## src/rtl/id_ex_operand_stage.sv

```systemverilog
`default_nettype none
// ============================================================================
//  Module   : id_ex_operand_stage
//  Purpose  : ID/EX pipeline register with EX/MEM and MEM/WB operand bypass,
//             load-use bubble insertion, stall hold and deferred flush.
//  Revision : 1.0  initial release
// ============================================================================
module id_ex_operand_stage (
    input  logic        clk,
    input  logic        rst,

    input  logic        id_valid,
    input  logic [15:0] id_rs_data,
    input  logic [15:0] id_rt_data,
    input  logic [15:0] id_imm,
    input  logic        id_use_imm,
    input  logic [2:0]  id_rs,
    input  logic [2:0]  id_rt,
    input  logic        id_uses_rs,
    input  logic        id_uses_rt,
    input  logic [2:0]  id_op,
    input  logic        id_inva,
    input  logic        id_invb,
    input  logic        id_cin,
    input  logic        id_sign,
    input  logic        id_wr_en,
    input  logic [2:0]  id_wr_reg,
    input  logic        id_is_load,

    input  logic        stall,
    input  logic        flush,

    input  logic        mem_fwd_en,
    input  logic [2:0]  mem_fwd_reg,
    input  logic [15:0] mem_fwd_data,
    input  logic        wb_fwd_en,
    input  logic [2:0]  wb_fwd_reg,
    input  logic [15:0] wb_fwd_data,

    output logic        hazard,
    output logic        ex_valid,
    output logic        ex_wr_en,
    output logic        ex_is_load,
    output logic [2:0]  ex_wr_reg,
    output logic [15:0] ex_st_data,
    output logic [15:0] alu_a,
    output logic [15:0] alu_b,
    output logic [2:0]  alu_op,
    output logic        alu_inva,
    output logic        alu_invb,
    output logic        alu_cin,
    output logic        alu_sign
);

    typedef struct packed {
        logic        valid;
        logic [15:0] rs_data;
        logic [15:0] rt_data;
        logic [2:0]  rs;
        logic [2:0]  rt;
        logic        uses_rs;
        logic        uses_rt;
        logic [15:0] imm;
        logic        use_imm;
        logic [2:0]  op;
        logic        inva;
        logic        invb;
        logic        cin;
        logic        sign;
        logic        wr_en;
        logic [2:0]  wr_reg;
        logic        is_load;
    } stage_t;

    localparam stage_t c_bubble = '0;

    stage_t      r_stage;
    logic        r_flush_pend;
    stage_t      w_decode;
    logic        w_hazard;
    logic        w_kill;
    logic [15:0] w_fwd_rs;
    logic [15:0] w_fwd_rt;

    always_comb begin
        w_decode         = c_bubble;
        w_decode.valid   = id_valid;
        w_decode.rs_data = id_rs_data;
        w_decode.rt_data = id_rt_data;
        w_decode.rs      = id_rs;
        w_decode.rt      = id_rt;
        w_decode.uses_rs = id_uses_rs;
        w_decode.uses_rt = id_uses_rt;
        w_decode.imm     = id_imm;
        w_decode.use_imm = id_use_imm;
        w_decode.op      = id_op;
        w_decode.inva    = id_inva;
        w_decode.invb    = id_invb;
        w_decode.cin     = id_cin;
        w_decode.sign    = id_sign;
        w_decode.wr_en   = id_wr_en;
        w_decode.wr_reg  = id_wr_reg;
        w_decode.is_load = id_is_load;
    end

    // A load in EX cannot bypass its data until MEM/WB, so a consumer in decode waits one cycle.
    always_comb begin
        w_hazard = r_stage.valid & r_stage.is_load & r_stage.wr_en & id_valid &
                   ((id_uses_rs & (id_rs == r_stage.wr_reg)) |
                    (id_uses_rt & (id_rt == r_stage.wr_reg)));
    end

    assign w_kill = flush | r_flush_pend | w_hazard;

    always_ff @(posedge clk or negedge rst) begin
        if (!rst) begin
            r_stage      <= c_bubble;
            r_flush_pend <= 1'b0;
        end else if (stall) begin
            // A flush seen while frozen is remembered and applied once the stall lifts.
            if (flush) begin
                r_flush_pend <= 1'b1;
            end
        end else if (w_kill) begin
            r_stage      <= c_bubble;
            r_flush_pend <= 1'b0;
        end else begin
            r_stage      <= w_decode;
        end
    end

    // EX/MEM is newer than MEM/WB, so it wins when both target the same register.
    always_comb begin
        w_fwd_rs = r_stage.rs_data;
        if (r_stage.uses_rs) begin
            if (mem_fwd_en && (mem_fwd_reg == r_stage.rs)) begin
                w_fwd_rs = mem_fwd_data;
            end else if (wb_fwd_en && (wb_fwd_reg == r_stage.rs)) begin
                w_fwd_rs = wb_fwd_data;
            end
        end
    end

    always_comb begin
        w_fwd_rt = r_stage.rt_data;
        if (r_stage.uses_rt) begin
            if (mem_fwd_en && (mem_fwd_reg == r_stage.rt)) begin
                w_fwd_rt = mem_fwd_data;
            end else if (wb_fwd_en && (wb_fwd_reg == r_stage.rt)) begin
                w_fwd_rt = wb_fwd_data;
            end
        end
    end

    assign hazard     = w_hazard;
    assign ex_valid   = r_stage.valid;
    assign ex_wr_en   = r_stage.wr_en;
    assign ex_is_load = r_stage.is_load;
    assign ex_wr_reg  = r_stage.wr_reg;
    assign ex_st_data = w_fwd_rt;
    assign alu_a      = w_fwd_rs;
    assign alu_b      = r_stage.use_imm ? r_stage.imm : w_fwd_rt;
    assign alu_op     = r_stage.op;
    assign alu_inva   = r_stage.inva;
    assign alu_invb   = r_stage.invb;
    assign alu_cin    = r_stage.cin;
    assign alu_sign   = r_stage.sign;

endmodule
`default_nettype wire

```

## config.mk

```make
export PLATFORM = sky130hd
export DESIGN_NAME = id_ex_operand_stage
export DESIGN_NICKNAME = d
export VERILOG_FILES = /design/src/rtl/id_ex_operand_stage.sv
export SDC_FILE = /design/constraint.sdc
export NUM_CORES = 1
export LEC_CHECK = 0
export CAP_MARGIN = 40
export CORE_ASPECT_RATIO = 1.5
export CORE_MARGIN = 2
export CORE_UTILIZATION = 44
export DETAILED_ROUTE_END_ITERATION = 16
export PLACE_DENSITY = 0.82
export SLEW_MARGIN = 20
export SYNTH_ARGS = -nofsm -noshare
export SYNTH_HDL_FRONTEND = slang
export SYNTH_SLANG_ARGS = --single-unit
```

## constraint.sdc

```tcl
create_clock -name clk -period 2.2 [get_ports clk]
set_input_delay 0.44 -clock clk [delete_from_list [all_inputs] [get_ports clk]]
set_output_delay 0.44 -clock clk [all_outputs]
set_load 0.01 [all_outputs]
```

* Yosys cells after proc, flatten, opt, wreduce, memory -nomap -nowiden
Index checks and enable logic that the tools add are counted.
** Operators by class
- Equal/unequal tests :: 7
- Multiplexer cells :: 11
- Bitwise logic cells :: 9
- Reductions and logical operators :: 6
** Operator list (number)
- 16-bit two-way mux :: 7
- 70-bit two-way mux :: 1
- 3-bit equality test :: 6
- 1-bit bitwise AND :: 6
- 1-bit logical AND :: 4
- 1-bit two-way mux :: 3
- 1-bit bitwise OR :: 3
- 2-bit by 1-bit != test with 1-bit output, second input constant :: 1
- 2-bit AND reduction :: 1
- 2-bit nonzero test :: 1
** Storage, ports and cells
- Register bits :: 71
- Input bits :: 114
- Output and inout port bits :: 62
- Word-level logic and storage cells :: 51

* Longest topological paths before layout
Gate-level depths: netlist (run 1).
- Word-level depth :: 7
- Gate-level depth with buffers :: 6
- Gate-level depth less buffers :: 4

* Worst setup path before layout (run 1)
OpenSTA, ideal clock, no wires.
- Path type :: input port to output port
- Start point :: input port mem_fwd_reg[0]
- End point :: output port alu_b[10]
- Arrival :: 1.560 ns
- Setup slack :: 0.200 ns
- Cell stages on the path :: 6
- Path buffers :: 2
- Cell sequence :: xnor2_1 and4b_1 buf_6 buf_6 nor3b_1 o32a_1
** Between the ends
- Word-level cells in the longest chain between the ends :: 5
** Ends and longest elaborated chain
- from (decl) :: line 34 : input logic [2:0] mem_fwd_reg,
- 3-bit equality test :: line 147 : if (mem_fwd_en && (mem_fwd_reg == r_stage.rt)) begin
- 1-bit logical AND :: line 147
- 16-bit two-way mux :: line 147
- 16-bit two-way mux :: line 146 : if (r_stage.uses_rt) begin
- 16-bit two-way mux :: line 162 : assign alu_b = r_stage.use_imm ? r_stage.imm : w_fwd_rt;
- to (decl) :: line 47 : output logic [15:0] alu_b,
Every way passes these cells.

* Worst setup path in the final report (run 1)
- Start point :: register r_stage[31] (netlist name)
- End point :: output port alu_b[11]
** Between the ends
- Word-level cells in the longest chain between the ends :: 6
- Elaborated cells on any way between the ends :: 8
** Ends and longest elaborated chain
- from (decl) :: line 77 : stage_t r_stage;
- from (signal assigned) :: line 117 : r_stage <= c_bubble;
- from (signal assigned) :: line 125 : r_stage <= c_bubble;
- from (signal assigned) :: line 128 : r_stage <= w_decode;
- 3-bit equality test :: line 149 : end else if (wb_fwd_en && (wb_fwd_reg == r_stage.rt)) begin
- 1-bit logical AND :: line 149
- 16-bit two-way mux :: line 149
- 16-bit two-way mux (*) :: line 147
- 16-bit two-way mux (*) :: line 146
- 16-bit two-way mux (*) :: line 162
Mark *: on every way between the ends. The rest lies on a longest branch, timed or not.

==> flow_summary_export.csv, run 1 <==
group,metric,value,unit
outcome,outcome,"complete, but fails checks",
outcome,violations,"setup timing",
floorplanning,initial_core_util,0.454,
clock_network,clockRootBuffer,"clkbuf_16",
timing,finalClockSkew,0.00766,ns
timing,setup_ws,-0.533,ns
yosys,yosys-top-cells-area,"dfrtp_1, a32o_1, mux2_2, o32a_1, a22o_1",
global_routing,globalRouteTotalUtil,0.360,
worst_setup_path,path_class,"reg -> out",
route,ant_nets,0,
route,drt-total-wl,20200,um
yosys,syn_nets,491,
yosys,synth_async_sr_flop_share,1.00,
clock_network,clk_latency,0.34,ns
route,vias,4909,
clock_network,clkTransAtPathRegs,0.06,ns
route,drtIter0Drc,461,
route,first_pass_iters,6,
clock_network,cts_sinks,71,
clock_network,tritoncts,"done",
yosys,synth_area_per_cell,11.2,um2
global_routing,antenna_found_initial,0,
timing,finalSetupTns,-20.90,ns
global_routing,grt_pass1_wl,28500,um
worst_setup_path,r2r_start,"ex_wr_reg[1]",
finish,final_area,0.00744,mm2
yosys,ys_ff_latch,71,
timing,setup_viol,48,
job,cap_violations,0,
global_routing,grt_overflow,0,
yosys,netlist_instances,377,
clock_network,cts_buffers,9,
finish,area.growth.synth_to_final,76.0,%
finish,final_util,0.799,
finish,nFillCells,524,
power,ir_drop,0.602,mV
floorplanning,num_rows,43,
worst_setup_path,cp.arrival,2.29,ns
floorplanning,core,0.00931,mm2
worst_setup_path,reg2reg_slack,0.27,ns
clock_network,clock_path_buffers,2,
timing,report.final.slew_viol_count,0,
timing,tightest_slew,0.784,ns
placed_design,routabilityCongestion,0.887,
worst_setup_path,cp_data_required_time,1.76,ns
yosys,synth_top_area_frac,0.420,
floorplanning,fp.dieH,124,um
global_routing,grt_pass1_vias,4952,
worst_setup_path,crit_path_end_kind,"output pin",
finish,diodes,0,
yosys,synth_area_leader_cell,"dfrtp_1",
route,drc,0,
placed_design,port_buffers,175,
placed_design,hpwl,10900,um
yosys,synth.distinct_cells,32,
timing,post-route-period-util,1.24,
clock_network,htreeDepth,3,
floorplanning,die_w,84.0,um
hold_path,holdCritPathClass,"in -> async",
finish,drive_gt1_frac,0.386,
worst_setup_path,cp-start-kind,"flip-flop",
placed_design,placed_cell_area,0.00627,mm2
floorplanning,dieArea,0.0104,mm2
power,p_leak,3.40,nW
timing,relSlewSlack,0.477,
global_routing,grt_max_degree,72,
worst_setup_path,cp_max_fo,7,
yosys,syn_area,0.00423,mm2
yosys,synth-seq-area-share,0.420,
route,vias_per_cell,7.01,
floorplanning,pin_count,176,
timing,period_needed,2.73,ns
yosys,yosys_warnings,0,
finish,layout_common_cells,"clkdlybuf4s50_1, a32o_1, dfrtp_1, buf_2, buf_4",
worst_setup_path,reg2regPathDepth,5,
power,power_density,589,mW/mm2
yosys,synth-edff-count,0,
yosys,synthFlopType,"dfrtp_1",
timing,hold_viol_final,0,
finish,layout_commonest_cell,"clkdlybuf4s50_1",
route,avgRoutedWirePerCell,28.9,um
timing,max_freq,366,MHz
finish,nets,698,
finish,largest_reg_flops,57,
worst_setup_path,timing.rr.end,"r_stage[38]",
timing,rsz0062_at_grt,"yes",
worst max-delay path: stages, from the launching register on:
cell and delay (ns):
dfrtp_2 0.49, xnor2_4 0.21, and4b_2 0.36, buf_6 0.17, buf_16 0.14, nor3b_2 0.07
o32a_1 0.36, buf_2 0.14
how the worst max path moves through the flow:
| stage | startpoint | slack (ns) | cells after the start | to |
|---|---|---|---|---|
| floorplan | mem_fwd_reg[0] | 0.20 | 6 | alu_b[10] |
| global placement | mem_fwd_reg[1] | -0.95 | 6 | alu_a[1] |
| finish | r_stage[31] | -0.53 | 7 | alu_b[11] |
| CTS | r_stage[31] | -0.45 | 7 | alu_b[2] |
| global route | r_stage[31] | -0.54 | 7 | alu_b[11] |
| detailed placement | mem_fwd_reg[1] | -0.97 | 6 | alu_a[1] |
cells in the mapped netlist (2+ instances only):
cell type   n
dfrtp_1    71
a32o_1     70
clkbuf_1   28
nand2_1    18
a22o_1     17
a21o_1     16
mux2_2     16
a211o_1    15
and3_1     15
nor3b_1    15
nor4_1     15
o32a_1     15
xnor2_1    15
buf_2      10
buf_4       6
buf_6       6
nand4_1     4
and4_1      3
inv_1       3
xor2_2      3
and4b_1     2
nand4_2     2
nor4b_1     2
o21ai_0     2
per-stage QoR:
| stage | total power [mW] | hold slack, ns | std cells | setup slack (ns) |
|---|---|---|---|---|
| global route | 4.49 | 0.0208 | 700 | -0.535 |
| CTS | 4.22 | 0.0256 | 699 | -0.454 |
| floorplan | 1.94 | 0.144 | 377 | 0.200 |
| detailed placement | 2.58 | 0.377 | 657 | -0.974 |
| global placement | 2.55 | 0.467 | 656 | -0.950 |
| finish | 4.38 | 0.00645 | 700 | -0.533 |
per-layer routing:
metal | track usage | wire (um)
met1 | 0.401 | 6780
met3 | 0.0755 | 1640
met5 | 0 | 0
met2 | 0.630 | 10200
met4 | 0.221 | 1570
final cells by class:
type                            instances  area [um2]  share of cell area
Timing Repair Buffer                  246        2400               0.323
Clock buffer                           12         246              0.0331
Sequential cell                        71        1780               0.240
Tap cell                              112         140              0.0188
Inverter                                3        11.3             0.00151
Clock inverter                          3        67.6             0.00908
Multi-Input combinational cell        253        2790               0.375
timing repair:
action / 4_1_cts / 5_1_grt
resized for setup: 303 / 56
pin swaps: 32 / 42
gates cloned: 9 / 0
hold buffers: 0 / 0
setup buffers: 18 / 7
endpoints found under the setup margin: 49 / 49
power by group:
part	leakage [nW]	switching, mW	internal [mW]
Sequential	0.938	0.0896	1.40
Combinational	2.32	0.602	0.696
Clock	0.149	0.575	1.02
Total	3.40	1.27	3.12
cells by family after synthesis:
logic type | Yosys count | share of synthesized area
AOI/OAI and AO/OA | 138 | 0.305
xor gates and xnor gates | 18 | 0.0426
buffers and inverters | 53 | 0.0660
DFF | 71 | 0.420
muxes | 17 | 0.0450
and+or+nand+nor | 80 | 0.122
No activity file was read; power rests on OpenSTA's default activity.
==> run 2: changes to the inputs <==
--- a/config.mk
+++ b/config.mk
@@ -8,5 +8,4 @@
 export CAP_MARGIN = 40
 export CORE_ASPECT_RATIO = 1.5
-export CORE_MARGIN = 2
 export CORE_UTILIZATION = 44
 export DETAILED_ROUTE_END_ITERATION = 16
==> constraint.sdc (replaced) <==
create_clock -name clk -period 2.2 [get_ports clk]
set_input_delay 0.55 -clock clk [delete_from_list [all_inputs] [get_ports clk]]
set_output_delay 0.55 -clock clk [all_outputs]
set_load 0.01 [all_outputs]
==> flow_summary_export.csv, run 2 (synthesis results as in run 1) <==
group,metric,value,unit
outcome,outcome,"complete, but fails checks",
outcome,violations,"setup timing",
worst_setup_path,crit_path_top_delay_cell,"dfrtp_2",
floorplanning,initial_core_util,0.454,
worst_setup_path,r2r_start,"ex_wr_reg[2]",
floorplanning,num_rows,43,
clock_network,htreeDepth,3,
worst_setup_path,cp.arrival,2.27,ns
worst_setup_path,cp_data_required_time,1.65,ns
route,vias_per_cell,6.94,
timing,rsz0062_at_grt,"yes",
finish,largest_reg_flops,57,
global_routing,antenna_found_initial,0,
worst_setup_path,cp_max_fo,7,
finish,nets,706,
worst_setup_path,path_cells,"xnor2_2 -> and4b_2 -> buf_6 -> buf_16 -> buf_6 -> a21o_1 -> o32a_1 -> buf_2",
timing,finalClockSkew,0.00480,ns
route,drt-total-wl,19500,um
clock_network,cts_buffers,9,
timing,report.final.slew_viol_count,0,
floorplanning,pin_count,176,
route,drc,0,
floorplanning,die_w,82.0,um
finish,layout_commonest_cell,"clkdlybuf4s50_1",
worst_setup_path,path_class,"reg -> out",
route,vias,4921,
placed_design,hpwl,10800,um
timing,setup_ws,-0.619,ns
global_routing,grt_pass1_wl,28800,um
route,ant_nets,0,
worst_setup_path,crit_path_end_kind,"output pin",
worst_setup_path,path_common_cell,"buf_6",
clock_network,tritoncts,"done",
clock_network,clock_path_buffers,2,
timing,setup_viol,48,
finish,diodes,0,
timing,hold_viol_final,0,
clock_network,clk_latency,0.33,ns
worst_setup_path,startpoint,"r_stage[32]",
worst_setup_path,max_stage_delay,0.46,ns
power,ir_drop,0.591,mV
placed_design,port_buffers,175,
placed_design,routabilityCongestion,0.939,
timing,max_freq,355,MHz
floorplanning,core,0.00931,mm2
power,p_leak,3.44,nW
global_routing,grt_max_degree,72,
finish,layout_common_cells,"clkdlybuf4s50_1, a32o_1, dfrtp_1, buf_2, buf_4",
finish,area.growth.synth_to_final,75.0,%
timing,tightest_slew,0.757,ns
floorplanning,dieArea,0.0100,mm2
timing,period_needed,2.82,ns
finish,multiInputGateArea,0.00267,mm2
global_routing,grt_pass1_vias,5071,
finish,nFillCells,547,
finish,register_area,0.00178,mm2
global_routing,globalRouteTotalUtil,0.399,
finish,final_area,0.00740,mm2
clock_network,clockRootBuffer,"clkbuf_16",
route,first_pass_iters,5,
finish,drive_gt1_frac,0.400,
global_routing,grt_overflow,0,
clock_network,cts_sinks,71,
timing,whs,0.176,ns
clock_network,clkTransAtPathRegs,0.06,ns
power,power_density,603,mW/mm2
job,cap_violations,0,
floorplanning,fp.dieH,122,um
clock_network,ctsHoldBuffers,0,
timing,relSlewSlack,0.495,
route,avgRoutedWirePerCell,27.5,um
timing,finalSetupTns,-25.09,ns
placed_design,placed_cell_area,0.00633,mm2
timing,post-route-period-util,1.28,
worst_setup_path,cp-start-kind,"flip-flop",
route,drtIter0Drc,632,
hold_path,holdCritPathClass,"in -> async",
run 2: cell count changes in the layout (fill, tap and decap cells not counted), moves of 5 or more:
cell,before,now
clkdlybuf4s50_1,114,109
nor4_2,4,9
buf_6,20,32
nor4_4,10,4
run 2: what timing repair did:
action,4_1_cts,5_1_grt
resized for setup,318,45
pin swaps,46,33
endpoints found under the setup margin,49,49
cloned,10,0
buffers inserted,24,5
run 2: metrics by stage:
step | std cells | setup WS [ns] | util | total power, mW
2_1_floorplan | 377 | 0.00776 | - | 1.94
6_report | 709 | -0.619 | 0.795 | 4.46
4_1_cts | 709 | -0.602 | 0.787 | 4.37
3_3_place_gp | 660 | -1.24 | 0.680 | 2.57
3_5_place_dp | 660 | -1.28 | 0.680 | 2.59
5_1_grt | 709 | -0.664 | 0.795 | 4.58
run 2: power by group:
group          switching (mW)  internal, mW
sequential             0.0860          1.40
clock                   0.581          1.13
combinational           0.579         0.678
total                    1.25          3.21
run 2: final timing paths:
path / cells after the start / slack [ns] / endpoint
setup / recovery: 8 / -0.62 / alu_b[6]
hold / removal: 1 / 0.18 / r_stage[52]
setup reg to reg: 5 / 0.34 / r_stage[38]
hold reg to reg: 1 / 0.49 / alu_inva
max in group asynchronous: 2 / 1.42 / r_stage[34]
min in group clk: 1 / 0.49 / alu_inva
run 2: layout make-up:
cell class / instances / share of cell area
Multi-Input combinational cell: 253 / 0.361
Timing Repair Buffer: 254 / 0.331
Sequential cell: 71 / 0.241
Clock buffer: 10 / 0.0323
Tap cell: 112 / 0.0189
Clock inverter: 6 / 0.0145
Inverter: 3 / 0.00152
run 2: metal layers:
| metal | share of wire | wire, um | vias up | global-route usage |
|---|---|---|---|---|
| met2 | 0.51 | 9970 | 420 | 0.655 |
| met5 | 0 | 0 | - | 0 |
| met1 | 0.34 | 6620 | 2407 | 0.444 |
| li1 | - | - | 1979 | - |
| met3 | 0.081 | 1590 | 115 | 0.0876 |
| met4 | 0.069 | 1340 | 0 | 0.287 |
run 2: worst max-delay path, delay by kind of cell, from the launching register on:
| family | cells | cell delay, ns |
|---|---|---|
| buffers and inverters | 4 | 0.53 |
| AOI/OAI and AO/OA | 2 | 0.47 |
| DFF | 1 | 0.46 |
| and+or+nand+nor | 1 | 0.31 |
| xor gates and xnor gates | 1 | 0.17 |
